## config.mk

```make
export PLATFORM = sky130hd
export DESIGN_NAME = ring_router_credit
export DESIGN_NICKNAME = d
export VERILOG_FILES = /design/src/rtl/ring_router_credit.sv
export SDC_FILE = /design/constraint.sdc
export NUM_CORES = 1
export LEC_CHECK = 0
export CAP_MARGIN = 5
export CORE_MARGIN = 4
export CORE_UTILIZATION = 45
export CTS_BUF_LIST = sky130_fd_sc_hd__clkbuf_4 sky130_fd_sc_hd__clkbuf_8
export CTS_CLUSTER_DIAMETER = 120
export DETAILED_ROUTE_END_ITERATION = 8
export MAX_ROUTING_LAYER = met4
export PLACE_DENSITY = 0.67
export SYNTH_ARGS = -nofsm -noshare
export SYNTH_HDL_FRONTEND = slang
export SYNTH_SLANG_ARGS = --single-unit
```

## constraint.sdc

```tcl
create_clock -name clk -period 17.85 [get_ports clk]
set_input_delay 1.785 -clock clk [delete_from_list [all_inputs] [get_ports clk]]
set_output_delay 1.785 -clock clk [all_outputs]
set_load 0.02 [all_outputs]
```

## src/rtl/ring_router_credit.sv

```systemverilog
// One node of a bidirectional ring: three input FIFOs (east, west, local), credit-gated
// registered link outputs, a round-robin eject register and per-node traffic statistics.
module ring_router_credit #(
  parameter int unsigned NUM_NODES  = 4,
  parameter int unsigned ROUTER_ID  = 0,
  parameter int unsigned ID_W       = 16,
  parameter int unsigned TS_W       = 16,
  parameter int unsigned FIFO_DEPTH = 4,
  parameter int unsigned ARB_MODE   = 0,
  parameter int unsigned STAT_W     = 64
) (
  input  logic                    clk,
  input  logic                    rst_n,
  input  logic [TS_W-1:0]         clk_counter,
  input  logic [TS_W+2*ID_W:0]    link_east_in,
  input  logic [TS_W+2*ID_W:0]    link_west_in,
  input  logic                    credit_east_in,
  input  logic                    credit_west_in,
  output logic [TS_W+2*ID_W:0]    link_east_out,
  output logic [TS_W+2*ID_W:0]    link_west_out,
  output logic                    credit_east_out,
  output logic                    credit_west_out,
  input  logic [TS_W+2*ID_W:0]    inj_pkt,
  input  logic                    inj_valid,
  output logic                    inj_ready,
  output logic [TS_W+2*ID_W:0]    ej_pkt,
  output logic                    ej_valid,
  input  logic                    ej_ready,
  output logic [STAT_W-1:0]       stat_rx,
  output logic [STAT_W-1:0]       stat_lat,
  output logic [STAT_W-1:0]       stat_fwd,
  output logic                    err_overflow
);

  localparam int unsigned PKT_W = 1 + TS_W + 2 * ID_W;
  localparam int unsigned AW    = $clog2(FIFO_DEPTH);
  localparam int unsigned CW    = $clog2(FIFO_DEPTH + 1);
  localparam int unsigned FE    = 0;
  localparam int unsigned FW    = 1;
  localparam int unsigned FL    = 2;

  localparam logic [CW-1:0]   CrdMax = CW'(FIFO_DEPTH);
  localparam logic [AW:0]     CntMax = (AW + 1)'(FIFO_DEPTH);
  localparam logic [ID_W-1:0] MyId   = ID_W'(ROUTER_ID);
  localparam logic [ID_W:0]   NumN   = (ID_W + 1)'(NUM_NODES);

  typedef logic [PKT_W-1:0] pkt_t;

  pkt_t          mem_q    [3][FIFO_DEPTH];
  logic [AW-1:0] rd_ptr_q [3];
  logic [AW-1:0] wr_ptr_q [3];
  logic [AW:0]   cnt_q    [3];
  pkt_t          push_pkt [3];
  pkt_t          head     [3];
  logic [2:0]    push, pop, full, avail, to_ej;
  logic          overflow;

  pkt_t              link_east_q, link_west_q, ej_pkt_q;
  logic              credit_east_q, credit_west_q, ej_valid_q, err_q;
  logic [CW-1:0]     crd_e_q, crd_e_d, crd_w_q, crd_w_d;
  logic              rr_e_q, rr_w_q;
  logic [1:0]        ej_ptr_q, ej_win;
  logic              ej_any, ej_load, ej_take;
  logic [STAT_W-1:0] stat_rx_q, stat_lat_q, stat_fwd_q;
  logic [TS_W-1:0]   ej_lat;

  logic [ID_W:0] loc_dist;
  logic          loc_bad, loc_e, loc_w;
  logic          tr_e, tr_w, sel_l_e, sel_l_w, send_e, send_w;

  always_comb begin
    push_pkt[FE] = link_east_in;
    push_pkt[FW] = link_west_in;
    // Local packets always enter as valid flits whatever the source drove on the MSB.
    push_pkt[FL] = inj_pkt | {1'b1, {(PKT_W - 1){1'b0}}};
    for (int i = 0; i < 3; i++) begin
      head[i]  = mem_q[i][rd_ptr_q[i]];
      avail[i] = cnt_q[i] != '0;
      full[i]  = cnt_q[i] == CntMax;
      to_ej[i] = avail[i] && (head[i][ID_W-1:0] == MyId);
    end
    push[FE] = link_east_in[PKT_W-1] && !full[FE];
    push[FW] = link_west_in[PKT_W-1] && !full[FW];
    push[FL] = inj_valid && !full[FL];
    overflow = (link_east_in[PKT_W-1] && full[FE]) || (link_west_in[PKT_W-1] && full[FW]);
  end

  assign inj_ready = !full[FL];

  // Local head: shortest direction on the ring, ties go east.
  always_comb begin
    loc_dist = {1'b0, head[FL][ID_W-1:0]} + NumN - {1'b0, MyId};
    if (loc_dist >= NumN) loc_dist = loc_dist - NumN;
    loc_bad = avail[FL] && !to_ej[FL] && ({1'b0, head[FL][ID_W-1:0]} >= NumN);
    loc_e   = avail[FL] && !to_ej[FL] && !loc_bad && (loc_dist <= (NumN >> 1));
    loc_w   = avail[FL] && !to_ej[FL] && !loc_bad && (loc_dist > (NumN >> 1));
  end

  always_comb begin
    tr_e    = avail[FW] && !to_ej[FW];
    tr_w    = avail[FE] && !to_ej[FE];
    sel_l_e = loc_e && (!tr_e || ((ARB_MODE != 0) && rr_e_q));
    sel_l_w = loc_w && (!tr_w || ((ARB_MODE != 0) && rr_w_q));
    send_e  = (crd_e_q != '0) && (tr_e || loc_e);
    send_w  = (crd_w_q != '0) && (tr_w || loc_w);
  end

  always_comb begin
    ej_any = 1'b0;
    ej_win = ej_ptr_q;
    for (int k = 0; k < 3; k++) begin
      if (!ej_any && to_ej[(int'(ej_ptr_q) + k) % 3]) begin
        ej_any = 1'b1;
        ej_win = 2'((int'(ej_ptr_q) + k) % 3);
      end
    end
    ej_load = !ej_valid_q || ej_ready;
    ej_take = ej_load && ej_any;
  end

  always_comb begin
    pop[FE] = (send_w && !sel_l_w) || (ej_take && (ej_win == 2'd0));
    pop[FW] = (send_e && !sel_l_e) || (ej_take && (ej_win == 2'd1));
    pop[FL] = (send_e && sel_l_e) || (send_w && sel_l_w) || loc_bad ||
              (ej_take && (ej_win == 2'd2));
  end

  // A returned credit and a send in the same cycle cancel out.
  always_comb begin
    crd_e_d = crd_e_q;
    if (credit_east_in && !send_e && (crd_e_q != CrdMax)) crd_e_d = crd_e_q + 1'b1;
    else if (!credit_east_in && send_e)                   crd_e_d = crd_e_q - 1'b1;
    crd_w_d = crd_w_q;
    if (credit_west_in && !send_w && (crd_w_q != CrdMax)) crd_w_d = crd_w_q + 1'b1;
    else if (!credit_west_in && send_w)                   crd_w_d = crd_w_q - 1'b1;
  end

  assign ej_lat = clk_counter - ej_pkt_q[2*ID_W +: TS_W];

  always_ff @(posedge clk) begin
    for (int i = 0; i < 3; i++) begin
      if (push[i]) mem_q[i][wr_ptr_q[i]] <= push_pkt[i];
    end
  end

  always_ff @(posedge clk or negedge rst_n) begin
    if (!rst_n) begin
      for (int i = 0; i < 3; i++) begin
        rd_ptr_q[i] <= '0;
        wr_ptr_q[i] <= '0;
        cnt_q[i]    <= '0;
      end
      link_east_q   <= '0;
      link_west_q   <= '0;
      credit_east_q <= 1'b0;
      credit_west_q <= 1'b0;
      crd_e_q       <= CrdMax;
      crd_w_q       <= CrdMax;
      rr_e_q        <= 1'b0;
      rr_w_q        <= 1'b0;
      ej_ptr_q      <= '0;
      ej_valid_q    <= 1'b0;
      ej_pkt_q      <= '0;
      stat_rx_q     <= '0;
      stat_lat_q    <= '0;
      stat_fwd_q    <= '0;
      err_q         <= 1'b0;
    end else begin
      for (int i = 0; i < 3; i++) begin
        if (push[i]) wr_ptr_q[i] <= wr_ptr_q[i] + 1'b1;
        if (pop[i])  rd_ptr_q[i] <= rd_ptr_q[i] + 1'b1;
        cnt_q[i] <= cnt_q[i] + (AW + 1)'(push[i]) - (AW + 1)'(pop[i]);
      end
      link_east_q   <= send_e ? (sel_l_e ? head[FL] : head[FW]) : '0;
      link_west_q   <= send_w ? (sel_l_w ? head[FL] : head[FE]) : '0;
      credit_east_q <= pop[FE];
      credit_west_q <= pop[FW];
      crd_e_q       <= crd_e_d;
      crd_w_q       <= crd_w_d;
      if (send_e && tr_e && loc_e) rr_e_q <= !rr_e_q;
      if (send_w && tr_w && loc_w) rr_w_q <= !rr_w_q;
      if (ej_load) begin
        ej_valid_q <= ej_any;
        if (ej_any) begin
          ej_pkt_q <= head[ej_win];
          ej_ptr_q <= (ej_win == 2'd2) ? 2'd0 : ej_win + 2'd1;
        end
      end
      if (ej_valid_q && ej_ready) begin
        stat_rx_q  <= stat_rx_q + 1'b1;
        stat_lat_q <= stat_lat_q + STAT_W'(ej_lat);
      end
      stat_fwd_q <= stat_fwd_q + STAT_W'(send_e) + STAT_W'(send_w);
      err_q      <= err_q | overflow;
    end
  end

  assign link_east_out   = link_east_q;
  assign link_west_out   = link_west_q;
  assign credit_east_out = credit_east_q;
  assign credit_west_out = credit_west_q;
  assign ej_pkt          = ej_pkt_q;
  assign ej_valid        = ej_valid_q;
  assign stat_rx         = stat_rx_q;
  assign stat_lat        = stat_lat_q;
  assign stat_fwd        = stat_fwd_q;
  assign err_overflow    = err_q;

endmodule
```

# After elaboration in Yosys (flattened, before gate mapping)
# Memory sizes are Yosys's and may differ from the RTL's.
# Index checks and enable logic that the tools add are counted.
# op_classes
order_cmp	17
n_bitwise	8
add_sub_neg	26
div_mod_pow	3
n_eq_ne	7
n_reduce_logical	78
n_mux	49
# op_table
cell	n
49-bit two-way mux	15
196-bit two-way mux	3
49-bit binary-select mux with 2-bit select	4
49-bit demux with 2-bit select	3
64-bit by 1-bit adder with 64-bit output	2
32-bit by 4-bit < comparator with 1-bit output, second input constant	3
64-bit by 1-bit adder with 64-bit output, second input constant	1
64-bit by 16-bit adder with 64-bit output	1
32-bit by 3-bit modulo with 32-bit output, second input constant	2
16-bit logical NOT	3
1-bit logical AND	39
3-bit by 3-bit modulo with 32-bit output, second input constant	1
3-bit >= comparator, second input constant	7
2-bit inverter with 3-bit output	7
1-bit logical NOT	18
16-bit by 3-bit adder with 17-bit output, second input constant	1
17-bit by 3-bit >= comparator with 1-bit output, second input constant	1
17-bit by 2-bit greater-than comparator with 1-bit output, second input constant	1
17-bit by 2-bit less-or-equal comparator with 1-bit output, second input constant	1
17-bit two-way mux	1
17-bit by 3-bit subtractor with 17-bit output, second input constant	1
16-bit by 3-bit >= comparator with 1-bit output, second input constant	1
16-bit subtractor	1
3-bit nonzero test	5
other kinds (21)	66
# totals
mem_count	1
reg_bits	372
mem_bits_rw	588
wordCells	211
output_inout_bits	344
# mem_list
memory	depth	word_bits	rd	rd_clocked_by_memory_dff	write_ports	line_no	rtl
mem_q	3	196	3	0	3	49	pkt_t mem_q [3][FIFO_DEPTH];

# Logic depth before layout (Yosys ltp)
# Gate-level depths: netlist of the first run.
# logic_depth
word_depth	20
ltp_mapped	31
depth_no_buf	25

# Worst setup path after synthesis of the first run
# No wires, ideal clock.
# synth_path
kind	reg2reg
from	register rd_ptr_q[0] (netlist name)
to	register stat_fwd_q[61] (netlist: stat_fwd[61])
path_stages_with_launch	28
setup_slack_ns	11.493
t_required_ns	17.770
t_arrival_ns	6.277
setup_time_ns	0.080
period_less_slack_ns	6.357
cell_sequence	dfrtp_1 buf_6 buf_12 mux4_2 buf_4 inv_1 ha_1 or3b_2 o41ai_4 o21ai_1 o2111a_2 and2_4 buf_6 o21ai_4 nand2_4 buf_2 fa_1 and4b_1 nand3_1 nor4_1 and3_1 nand2_1 nor2_1 and3_1 nor2b_1 nand2_1 nor2_1 xor2_1
# synth_between
elab_chain_len	16
word_cells_on_any_way	26
cone_classes	4 x add/sub; 4 x order compare; 4 x mux; 1 x bitwise; 13 x reduce/logical
# synth_lines
item	line_no	rtl
from (decl)	50	logic [AW-1:0] rd_ptr_q [3];
from (signal, indexed assignment)	171	if (pop[i]) rd_ptr_q[i] <= rd_ptr_q[i] + 1'b1;
2-bit inverter with 3-bit output (not written as such) (*)	77	head[i] = mem_q[i][rd_ptr_q[i]];
49-bit binary-select mux with 2-bit select (*)	77	
49-bit two-way mux (not written as such) (*) (2 in series)	77	
parallel branches: the longest is 11 deep, another holds 64-bit by 1-bit adder with 64-bit output	n/a	
64-bit by 1-bit adder with 64-bit output (*)	193	stat_fwd_q <= stat_fwd_q + STAT_W'(send_e) + STAT_W'(send_w);
to (signal assigned)	193	
to (decl)	64	logic [STAT_W-1:0] stat_rx_q, stat_lat_q, stat_fwd_q;
# Mark *: on every way between the ends. The select of a mux whose other input is x is not followed.
# A chain may end at the register's enable or synchronous reset.

# Worst setup path after layout of the first run
# Ends and elaborated chain as after synthesis.

==> results of run 1 <==
## Yosys cell counts, types with 5 or more instances
library cell	n
sky130_fd_sc_hd__edfxtp_1	584
sky130_fd_sc_hd__dfrtp_1	370
sky130_fd_sc_hd__nand2_1	154
sky130_fd_sc_hd__mux4_2	147
sky130_fd_sc_hd__xnor2_1	146
sky130_fd_sc_hd__nor2_1	133
sky130_fd_sc_hd__mux2i_1	91
sky130_fd_sc_hd__inv_1	76
sky130_fd_sc_hd__xor2_1	76
sky130_fd_sc_hd__nand3_1	73
sky130_fd_sc_hd__and2_1	67
sky130_fd_sc_hd__o21ai_0	58
sky130_fd_sc_hd__ha_1	57
sky130_fd_sc_hd__and3_1	50
sky130_fd_sc_hd__a21oi_1	46
sky130_fd_sc_hd__clkbuf_1	46
sky130_fd_sc_hd__a22oi_1	36
sky130_fd_sc_hd__nand4_1	36
sky130_fd_sc_hd__nor3_1	27
sky130_fd_sc_hd__buf_2	23
sky130_fd_sc_hd__nor2_2	21
sky130_fd_sc_hd__nor4_1	20
sky130_fd_sc_hd__and4_1	18
sky130_fd_sc_hd__o21ai_1	18
sky130_fd_sc_hd__a2bb2oi_1	16
sky130_fd_sc_hd__buf_6	12
sky130_fd_sc_hd__a211oi_1	11
sky130_fd_sc_hd__or2_2	10
sky130_fd_sc_hd__buf_4	9
sky130_fd_sc_hd__o21bai_1	9
sky130_fd_sc_hd__o31ai_1	9
sky130_fd_sc_hd__fa_1	8
sky130_fd_sc_hd__o211ai_1	8
sky130_fd_sc_hd__or3_1	8
sky130_fd_sc_hd__a21o_1	7
sky130_fd_sc_hd__or4_1	7
sky130_fd_sc_hd__a21boi_0	6
sky130_fd_sc_hd__nand2b_1	5
sky130_fd_sc_hd__nor2b_1	5
## power by group through the flow
stage | clock (mW) | sequential (mW) | combinational [mW]
2_1_floorplan | 0 | 3.13 | 1.31
3_3_place_gp | 0 | 3.06 | 2.27
3_5_place_dp | 0 | 3.09 | 2.30
4_1_cts | 2.05 | 3.05 | 2.31
5_1_grt | 2.16 | 3.09 | 2.44
6_report | 2.00 | 3.04 | 2.27
## worst max-delay path, cell delays in order, from the launching register on
cell and delay, ns:
sky130_fd_sc_hd__dfrtp_4 0.63, sky130_fd_sc_hd__buf_4 0.72, sky130_fd_sc_hd__mux4_2 0.73, sky130_fd_sc_hd__or3b_2 0.60, sky130_fd_sc_hd__o41ai_4 0.46, sky130_fd_sc_hd__o21ai_1 0.14, sky130_fd_sc_hd__o2111a_2 0.31, sky130_fd_sc_hd__and2_4 0.20
sky130_fd_sc_hd__o21ai_4 0.36, sky130_fd_sc_hd__nand2_4 0.54, sky130_fd_sc_hd__fa_1 0.71, sky130_fd_sc_hd__and4b_1 0.34, sky130_fd_sc_hd__nand3_1 0.18, sky130_fd_sc_hd__nor4_1 0.64, sky130_fd_sc_hd__and3_1 0.37, sky130_fd_sc_hd__nand2_1 0.19
sky130_fd_sc_hd__nor2_1 0.28, sky130_fd_sc_hd__and3_1 0.22, sky130_fd_sc_hd__nor2b_1 0.32, sky130_fd_sc_hd__nand2_1 0.14, sky130_fd_sc_hd__nor2_1 0.13, sky130_fd_sc_hd__xor2_1 0.15
## cells by family after synthesis
family	Yosys count	share of synthesized area
and+or+nand+nor	663	0.0865
adders and majority gates	66	0.0221
muxes	242	0.106
DFF	960	0.671
AOI/OAI and AO/OA	262	0.0445
buffers and inverters	171	0.0206
xor gates and xnor gates	222	0.0485
## cell type report
class | count | area (µm²)
Timing Repair Buffer | 545 | 5380
Multi-Input combinational cell | 1455 | 12400
Fill cell | 6971 | 38500
Clock inverter | 46 | 353
Tap cell | 1165 | 1460
Clock buffer | 245 | 2980
Antenna cell | 18 | 45.0
Inverter | 76 | 285
Sequential cell | 960 | 26900
## cell usage in the layout (no fill, tap or decap), drive strengths merged, types with 38 or more instances in the layout
cell type	n
nand3	74
a21oi	46
and2	68
o21ai	77
and3	50
inv	81
xnor2	146
mux2i	91
nand2	155
dfrtp	370
edfxtp	584
clkbuf	245
ha	57
xor2	76
nor2	155
mux4	147
nand4	38
clkdlybuf4s50	510
## registers in the layout, summed over array words and instances (netlist names), 3 cells and up
register and flops:
stat_lat 64, cnt_q 9, mem_q 588, stat_rx 64, link_west_out 49, crd_e_q 3
wr_ptr_q 6, rd_ptr_q 6, link_east_out 49, stat_fwd 64, crd_w_q 3, ej_pkt 49
## per-layer routing
layer  routed length [µm]  share of wire  track usage  vias up
met5                    0              0            -        -
met4                 3170          0.028       0.0800        0
met3                 8800          0.077       0.0674      176
met2                55800           0.49        0.400      970
met1                46000           0.40        0.313    12622
li1                     -              -            -    10972
## how the worst max path moves through the flow
stage | start | to | slack [ns] | cells after the start
after floorplan | rd_ptr_q[0] | stat_fwd[61] | 11.49 | 27
after detailed placement | rd_ptr_q[0] | stat_fwd[61] | 9.34 | 21
after global placement | rd_ptr_q[0] | stat_fwd[61] | 9.51 | 21
final | rd_ptr_q[0] | stat_fwd[61] | 9.34 | 21
after CTS | rd_ptr_q[0] | stat_fwd[61] | 9.31 | 21
after global routing | rd_ptr_q[0] | stat_fwd[61] | 8.69 | 21
==> results.txt, run 1 <==
----------------------------------------------------
[Power]
  Net switching power ... about 2.4 mW
  Internal power ... a little under 5 mW
  Clock share of power ... 0.273
  Pwr dens ... 147 mW/mm²
  Switching portion of total power ... 0.333
  Overall power consumption ... between 7 and 8 mW
  Maximum ir drop on the vdd rail ... 0.104 mV
  Leakage power ... about 19 nW
  Proportion of power drawn by flip-flops and latches ... 0.416
  Share of power burned in combinational logic ... 0.311

[Timing]
  Final setup violation count ... 0
  Max Clk Rate ... between 100 and 150 MHz
  Final setup slack of the worst path ... just over 9 ns
  Transition at the pin with the smallest max-transition slack ... approximately 1.1 ns
  Shortest period the worst path allows ... 8.51 ns
  Count of endpoints failing hold in the final timing report ... 0
  Final critical-path share of the clock period ... 0.477
  RSZ-0062 raised after global routing ... false
  Worst Skew ... roughly 0.040 ns
  Max transition margin ... 0.245
  Final Slew Violations ... 0
  Worst Hold Margin ... 0.449 ns
  Final setup TNS ... 0 ns

[Synth]
  Nets in the synthesized netlist ... roughly 2800
  Syn. warnings ... 0
  Number of enable-type register cells in the synthesized netlist ... approximately 600
  Synth area leaders ... sky130_fd_sc_hd__edfxtp_1 (44%), sky130_fd_sc_hd__dfrtp_1 (23%), sky130_fd_sc_hd__mux4_2 (8.3%)
  Synth Area per Inst ... 15.5 µm²
  Cells after synthesis ... 2586
  Share of synthesized registers carrying an async set or reset ... 0.388
  Netlist Area Pre-Place ... roughly 0.040 mm²
  Count of state elements after synthesis ... 960
  Top FF cell, synth ... sky130_fd_sc_hd__edfxtp_1
  Proportion of netlist area held by the largest area contributor ... 0.437
  Sequential-to-total area share from yosys stat ... 0.671
  Cell variety after synth ... between 80 and 90
  Synth area leader ... sky130_fd_sc_hd__edfxtp_1

[Global routing]
  Overflow left after global routing ... 0
  Wire length of the first global-routing pass ... 169 mm
  Global routing usage summed across all routing layers ... 0.250
  Number of antenna violations at the first check in global routing ... 19
  Number of global-route vias before repair ... 25823
  Largest net degree at the start of global routing ... ~110

[Route]
  Iteration-0 DRC Markers ... approximately 1700
  Wire length after detailed routing ... 114 mm
  Via total after detailed routing ... about 25000
  DRC violations left ... 0
  Post-DR wirelength/cell ... ~25 µm
  Routed via count divided by cell count ... ~5.5
  1st-pass router iterations ... 5
  Antenna-violating nets left ... 0

[Cells and area]
  Final Core Density ... 0.564
  Non-Filler Cell Area, Final ... between 0.04 and 0.05 mm²
  Number of nets in the final layout ... between 3000 and 4000
  Area delta synth->final ... 24.2%
  Proportion of layout cells with a drive suffix above 1 ... 0.162
  Count of non-filler cells in the finished layout ... ~4500

[Floorplan]
  Row Count ... 109
  Overall die area ... 0.0940 mm²
  Core outline area ... ~0.088 mm²
  Die Y-Extent ... slightly above 300 µm
  Die width ... approximately 310 µm
  Initial cell density of the core ... 0.454
  Number of top-level pins ... about 510

[Place]
  Routability cong. ... a little over 0.9
  Number of placed cells counting well taps ... 4201
  Minimum setup slack after placement ... 9.34 ns
  Post-Place Cell Area ... 0.0465 mm²
  Port bufs ... between 500 and 600
  DPL Wire Length ... 79.8 mm

[Critical path]
  Worst Path Max Fanout ... 38
  Arrival time reported for the critical path endpoint ... ~9 ns
  Register-to-Register Path Depth ... 21
  Critical register-to-register path endpoint ... stat_fwd[61]
  WP data required ... between 15 and 20 ns
  Start-to-end type of the worst setup path ... flop to flop
  Setup crit end kind ... flop
  Launching point of the worst reg2reg path ... rd_ptr_q[0]
  Kind of start point of the critical path ... flop
  Slack of the worst reg-to-reg path ... just over 9 ns

[Clock tree]
  Root buf cell ... sky130_fd_sc_hd__clkbuf_8
  Post-CTS repair timing setup buffer count ... 0
  Hold-fix buffers, CTS ... 0
  Skew-Pair Late Insertion Delay ... approximately 0.81 ns
  Clock sink total ... 960
  TritonCTS clock tree ... yes
  Cells resized by post-CTS repair ... 0
  H-tree depth ... 4
  Clock buffer depth ... 3
  Number of buffers inserted during clock tree synthesis ... about 160
  Reg clk slew, reported paths ... approximately 0.060 ns

[Min path]
  Worst hold path type ... flop to flop
  Depth of the worst hold-timing path ... 1
  Worst min-delay path startpoint ... mem_q[0][538]
  End point of the worst hold path ... mem_q[0][538]

[Run]
  Count of max-cap constraint violations ... 0

[Outcome]
  Run status ... complete, no violations

----------------------------------------------------
Power figures use the tool's default switching activity.
==> inputs of run 2 (changes only) <==
- PLACE_DENSITY: 0.67 -> 0.7
- clock period: 17.85 -> 7.1 ns (I/O delays scaled with it)
==> run 2 against run 1 <==
Net effect: final cell count about the same; first-iteration DRC count up 20%; clock-buffer cell count up 1; die area did not move; critical path depth up 3; hold slack got worse by 0.0038 ns; global-route usage down 0.23 points.
==> results.txt, run 2 (synthesized netlist as in run 1, its figures left out) <==
----------------------------------------------------
[Outcome]
  Run status ... complete, no violations

[Timing]
  Transition at the pin with the smallest max-transition slack ... 1.09 ns
  Max Clk Rate ... between 100 and 150 MHz
  Count of endpoints failing hold in the final timing report ... 0
  Final setup TNS ... 0 ns
  Worst Hold Margin ... 0.445 ns
  Final critical-path share of the clock period ... 0.941
  Max transition margin ... 0.276
  Worst Skew ... approximately 0.035 ns
  Final setup violation count ... 0
  Final Slew Violations ... 0
  Shortest period the worst path allows ... about 6.7 ns
  RSZ-0062 raised after global routing ... false

[Critical path]
  Cell-by-cell trace of the critical path ... buf_4, mux4_2, nand4_2, buf_4, o21ai_0, or3b_2, a211oi_1, and4_1, o2111a_2, a31oi_4, or2_2, fa_1, and4b_1, nand3_1, nor4_1, buf_4, and3_1, nand2_1, nor2_1, and3_1, nor2b_2, nand2_1, nor2_1, xor2_1
  Kind of start point of the critical path ... flop
  Maximum cell stage delay along the critical path ... 0.58 ns
  Setup crit end kind ... flop
  Start-to-end type of the worst setup path ... flop to flop
  WP data required ... just under 8 ns
  Most frequent cell on the critical path ... sky130_fd_sc_hd__buf_4
  Worst Path Max Fanout ... 12
  Cell type of the slowest stage on the worst timing path ... sky130_fd_sc_hd__dfrtp_4
  Arrival time reported for the critical path endpoint ... about 7.4 ns

[Clock tree]
  Reg clk slew, reported paths ... roughly 0.060 ns
  Clock sink total ... 960
  Root buf cell ... sky130_fd_sc_hd__clkbuf_8
  H-tree depth ... 4
  Number of buffers inserted during clock tree synthesis ... 157
  TritonCTS clock tree ... yes
  Clock buffer depth ... 3
  Skew-Pair Late Insertion Delay ... between 0.8 and 0.9 ns

[Floorplan]
  Die Y-Extent ... between 300 and 400 µm
  Core outline area ... just under 0.09 mm²
  Number of top-level pins ... about 510
  Die width ... between 300 and 400 µm
  Overall die area ... roughly 0.094 mm²
  Row Count ... ~110
  Initial cell density of the core ... 0.454

[Global routing]
  Global routing usage summed across all routing layers ... 0.248
  Number of global-route vias before repair ... between 20000 and 30000
  Overflow left after global routing ... 0
  Wire length of the first global-routing pass ... around 170 mm
  Number of antenna violations at the first check in global routing ... 13
  Largest net degree at the start of global routing ... about 150

[Cells and area]
  Most frequent cells in the layout ... sky130_fd_sc_hd__edfxtp_1 (584), sky130_fd_sc_hd__clkdlybuf4s50_1 (510), sky130_fd_sc_hd__dfrtp_1 (364)
  Area delta synth->final ... 24.6%
  Count of non-filler cells in the finished layout ... between 4000 and 5000
  Proportion of layout cells with a drive suffix above 1 ... 0.168
  Flip-flop count of the largest register, all copies and words added ... about 590
  Number of nets in the final layout ... 3449
  Final Core Density ... 0.565
  Most common cell after layout, fill and taps aside ... sky130_fd_sc_hd__edfxtp_1

[Place]
  Number of placed cells counting well taps ... approximately 4200
  Port bufs ... between 500 and 600
  DPL Wire Length ... 80.8 mm
  Routability cong. ... roughly 0.94

[Power]
  Pwr dens ... 368 mW/mm²
  Overall power consumption ... around 18 mW
  Maximum ir drop on the vdd rail ... ~0.24 mV
  Leakage power ... roughly 19 nW

[Route]
  Wire length after detailed routing ... approximately 110 mm
  Antenna-violating nets left ... 0
  Iteration-0 DRC Markers ... roughly 2100
  Post-DR wirelength/cell ... 25.1 µm
  Routed via count divided by cell count ... ~5.5
  Via total after detailed routing ... between 20000 and 25000
  1st-pass router iterations ... 6
  DRC violations left ... 0

[Run]
  Count of max-cap constraint violations ... 0

[Min path]
  Worst hold path type ... flop to flop

----------------------------------------------------
run 2: metal layers:
layer	up-vias	track usage	share of wire	wire, µm
met4	0	0.0767	0.028	3150
met2	1006	0.403	0.50	56500
met1	12640	0.309	0.40	45000
met3	171	0.0607	0.077	8780
met5	-	-	0	0
li1	11012	-	-	-
run 2: report_power, final:
part           total [mW]  switching, mW  internal [mW]  leakage [nW]
registers            7.68          0.573           7.11          10.3
clock network        4.98           2.17           2.81          1.77
logic                5.75           3.37           2.38          6.97
total                18.4           6.11           12.3          19.0
run 2: final timing paths:
check / endpoint / slack, ns / start / depth (start not counted)
min in group asynchronous: stat_rx[12] / 0.58 / rst_n / 2
max in group asynchronous: rd_ptr_q[1] / 4.92 / rst_n / 3
hold reg to reg: mem_q[0][440] / 0.44 / mem_q[0][440] / 1
setup reg to reg: stat_fwd[61] / 0.42 / rd_ptr_q[0] / 24
hold / removal: mem_q[0][440] / 0.44 / mem_q[0][440] / 1
setup / recovery: stat_fwd[61] / 0.42 / rd_ptr_q[0] / 24
run 2: area by class of cell:
type / count / area (µm²)
Timing Repair Buffer: 565 / 5540
Multi-Input combinational cell: 1455 / 12400
Clock inverter: 34 / 287
Antenna cell: 13 / 32.5
Clock buffer: 246 / 3010
Tap cell: 1165 / 1460
Inverter: 76 / 285
Sequential cell: 960 / 26900
Fill cell: 6907 / 38400
run 2: repair_timing:
action                                  in CTS  in global routing
resized for setup                            0                  7
hold buffers                                 1                  0
setup buffers                                0                  8
endpoints found under the hold margin       98                  0
endpoints found under the setup margin       0                  9
run 2: metrics by stage:
stage / cell area, µm² / setup WS, ns
global placement: 46500 / 0.273
global route: 50000 / 0.0139
detailed placement: 46500 / 0.219
CTS: 49900 / 0.162
finish: 50000 / 0.420
floorplan: 40100 / 0.743
run 2: critical path, delay by kind of cell, from the launching register on:
kind,cells,cell delay [ns]
simple gates,14,3.46
compound gates,4,0.81
buf+inv,3,0.59
flops,1,0.58
fa+ha+maj,1,0.52
mux,1,0.44
xor+xnor,1,0.15
==> inputs of run 3 (changes only) <==
- clock period: 7.1 -> 5.8 ns (I/O delays scaled with it)
==> run 3 against run 2 <==
Net effect: clock power grew 33%; routed wire length grew 3.0%; die area is the same; sequential share of layout area shrank 1.3 points; via count grew 2.2%; total power grew 28%; first-iteration DRC count shrank 7.3%; critical path depth grew 1; non-clock buffer count grew 71; maximum frequency grew 19%; critical endpoint is now stat_fwd[58]; highest routed layer unchanged.
==> results.txt, run 3 (synthesized netlist as in run 1, its figures left out) <==
----------------------------------------------------
[Global routing]
  Number of global-route vias before repair ... 26536
  Global routing usage summed across all routing layers ... 0.254
  Wire length of the first global-routing pass ... between 150 and 200 mm
  Number of antenna violations at the first check in global routing ... 18
  Overflow left after global routing ... 0
  Largest net degree at the start of global routing ... about 110

[Clock tree]
  Reg clk slew, reported paths ... about 0.060 ns
  Number of buffers inserted during clock tree synthesis ... around 160
  Root buf cell ... sky130_fd_sc_hd__clkbuf_8
  H-tree depth ... 4
  Clock sink total ... 960
  Clock buffer depth ... 3
  Skew-Pair Late Insertion Delay ... between 0.8 and 0.9 ns
  TritonCTS clock tree ... yes

[Route]
  Post-DR wirelength/cell ... 25.4 µm
  Via total after detailed routing ... approximately 25000
  1st-pass router iterations ... 5
  DRC violations left ... 0
  Wire length after detailed routing ... 117 mm
  Routed via count divided by cell count ... roughly 5.5
  Iteration-0 DRC Markers ... ~1900
  Antenna-violating nets left ... 0

[Power]
  Overall power consumption ... about 23 mW
  Maximum ir drop on the vdd rail ... about 0.38 mV
  Leakage power ... 19.6 nW
  Pwr dens ... between 400 and 500 mW/mm²

[Timing]
  Max transition margin ... 0.185
  Final Slew Violations ... 0
  Worst Skew ... between 0.05 and 0.06 ns
  Max Clk Rate ... 178 MHz
  Worst Hold Margin ... 0.350 ns
  Final setup violation count ... 0
  Transition at the pin with the smallest max-transition slack ... 1.22 ns
  Final critical-path share of the clock period ... 0.970
  Shortest period the worst path allows ... around 5.6 ns
  RSZ-0062 raised after global routing ... true
  Count of endpoints failing hold in the final timing report ... 0
  Final setup slack of the worst path ... approximately 0.17 ns

[Place]
  Minimum setup slack after placement ... -0.184 ns
  Routability cong. ... around 0.87
  Post-Place Cell Area ... approximately 0.047 mm²
  DPL Wire Length ... a little over 80 mm
  Port bufs ... between 500 and 600

[Floorplan]
  Initial cell density of the core ... 0.454
  Die width ... about 300 µm
  Die Y-Extent ... around 300 µm
  Overall die area ... ~0.094 mm²
  Number of top-level pins ... 513
  Row Count ... 109
  Core outline area ... about 0.088 mm²

[Critical path]
  Arrival time reported for the critical path endpoint ... 6.34 ns
  Register-to-Register Path Depth ... 25
  Kind of start point of the critical path ... flop
  WP data required ... around 6.5 ns
  Setup crit end kind ... flop
  Worst Path Max Fanout ... 8
  Launching point of the worst reg2reg path ... rd_ptr_q[0]
  Start-to-end type of the worst setup path ... flop to flop
  Slack of the worst reg-to-reg path ... about 0.17 ns
  Critical register-to-register path endpoint ... stat_fwd[58]

[Cells and area]
  Proportion of layout cells with a drive suffix above 1 ... 0.199
  Final Core Density ... 0.579
  Non-Filler Cell Area, Final ... around 0.05 mm²
  Number of nets in the final layout ... approximately 3500
  Area delta synth->final ... 27.6%
  Most frequent cells in the layout ... sky130_fd_sc_hd__edfxtp_1 (584), sky130_fd_sc_hd__clkdlybuf4s50_1 (510), sky130_fd_sc_hd__dfrtp_1 (364)
  Flip-flop count of the largest register, all copies and words added ... 588
  Most common cell after layout, fill and taps aside ... sky130_fd_sc_hd__edfxtp_1

[Min path]
  Worst hold path type ... input port to flop
  Worst min-delay path startpoint ... inj_pkt[11]
  Depth of the worst hold-timing path ... 1
  End point of the worst hold path ... mem_q[0][452]

[Outcome]
  Run status ... complete, no violations

[Run]
  Count of max-cap constraint violations ... 0

----------------------------------------------------
## run 3: cell count changes in the layout (fill, tap and decap cells not counted), moves of 5 or more
cell,change
sky130_fd_sc_hd__and2_4,+6
sky130_fd_sc_hd__and2_2,-5
sky130_fd_sc_hd__buf_4,+65
sky130_fd_sc_hd__inv_12,+6
sky130_fd_sc_hd__bufinv_16,+5
sky130_fd_sc_hd__nand2_1,-5
## run 3: worst max-delay path, cell delays in order, from the launching register on
cell and delay, ns:
sky130_fd_sc_hd__dfrtp_4 0.51, sky130_fd_sc_hd__buf_6 0.15, sky130_fd_sc_hd__mux4_2 0.52, sky130_fd_sc_hd__nand4_4 0.15, sky130_fd_sc_hd__buf_6 0.15, sky130_fd_sc_hd__o31a_1 0.31, sky130_fd_sc_hd__a211o_1 0.32, sky130_fd_sc_hd__or2_4 0.27
sky130_fd_sc_hd__o211ai_1 0.28, sky130_fd_sc_hd__xnor2_2 0.18, sky130_fd_sc_hd__a31oi_4 0.12, sky130_fd_sc_hd__or2_4 0.27, sky130_fd_sc_hd__fa_2 0.42, sky130_fd_sc_hd__inv_2 0.10, sky130_fd_sc_hd__ha_4 0.13, sky130_fd_sc_hd__and4_4 0.21
sky130_fd_sc_hd__and2_4 0.14, sky130_fd_sc_hd__nand4_1 0.13, sky130_fd_sc_hd__nor2_2 0.15, sky130_fd_sc_hd__and3_4 0.22, sky130_fd_sc_hd__nand2_4 0.06, sky130_fd_sc_hd__nor2_4 0.14, sky130_fd_sc_hd__nand3_4 0.11, sky130_fd_sc_hd__nor2_4 0.17
sky130_fd_sc_hd__nand4_1 0.11, sky130_fd_sc_hd__xnor2_1 0.15
## run 3: worst max path at each step
stage           startpoint      endpoint  slack [ns]
3_5_place_dp   rd_ptr_q[0]  stat_fwd[58]       -0.18
2_1_floorplan  rd_ptr_q[0]  stat_fwd[63]      -0.008
6_report       rd_ptr_q[0]  stat_fwd[58]        0.17
4_1_cts        rd_ptr_q[0]  stat_fwd[58]      0.0002
3_3_place_gp   rd_ptr_q[0]  stat_fwd[58]       -0.05
5_1_grt        rd_ptr_q[0]  stat_fwd[58]       -0.12
## run 3: final cells by class
type,instances,area [µm²]
diodes,16,40.0
clock buffers,246,3040
clock inverters,48,577
flip-flops and latches,960,26900
fillers,6802,37200
repair buffers,636,6120
inverters,76,288
well taps,1165,1460
multi-input cells,1456,12700
## run 3: power breakdown
part           internal (mW)  total (mW)  leakage (nW)  switching, mW
clock                   3.76        6.60          1.91           2.84
combinational           3.22        7.58          7.42           4.36
sequential              8.71        9.31          10.3          0.607
## run 3: metal layers
layer  global-route usage  share of wire  vias up
li1                     -              -    11187
met5                    -              0        -
met1                0.308           0.39    13037
met4               0.0777          0.027        0
met3               0.0622          0.074      180
met2                0.424           0.51      982
## run 3: timing repair
item                                    CTS  global route
cloned                                    0             1
hold endpoints to repair                 89             0
endpoints found under the setup margin   13            27
pin swaps                                 7            21
buffers inserted                          6            12
hold buffers                              1             0
resized for setup                         7            34
## run 3: stage by stage
step	setup TNS (ns)	std cells
after floorplan	-0.0112	2586
after global placement	-0.223	4272
after detailed placement	-1.48	4272
after CTS	0	4573
after global routing	-0.334	4602
final	0	4603
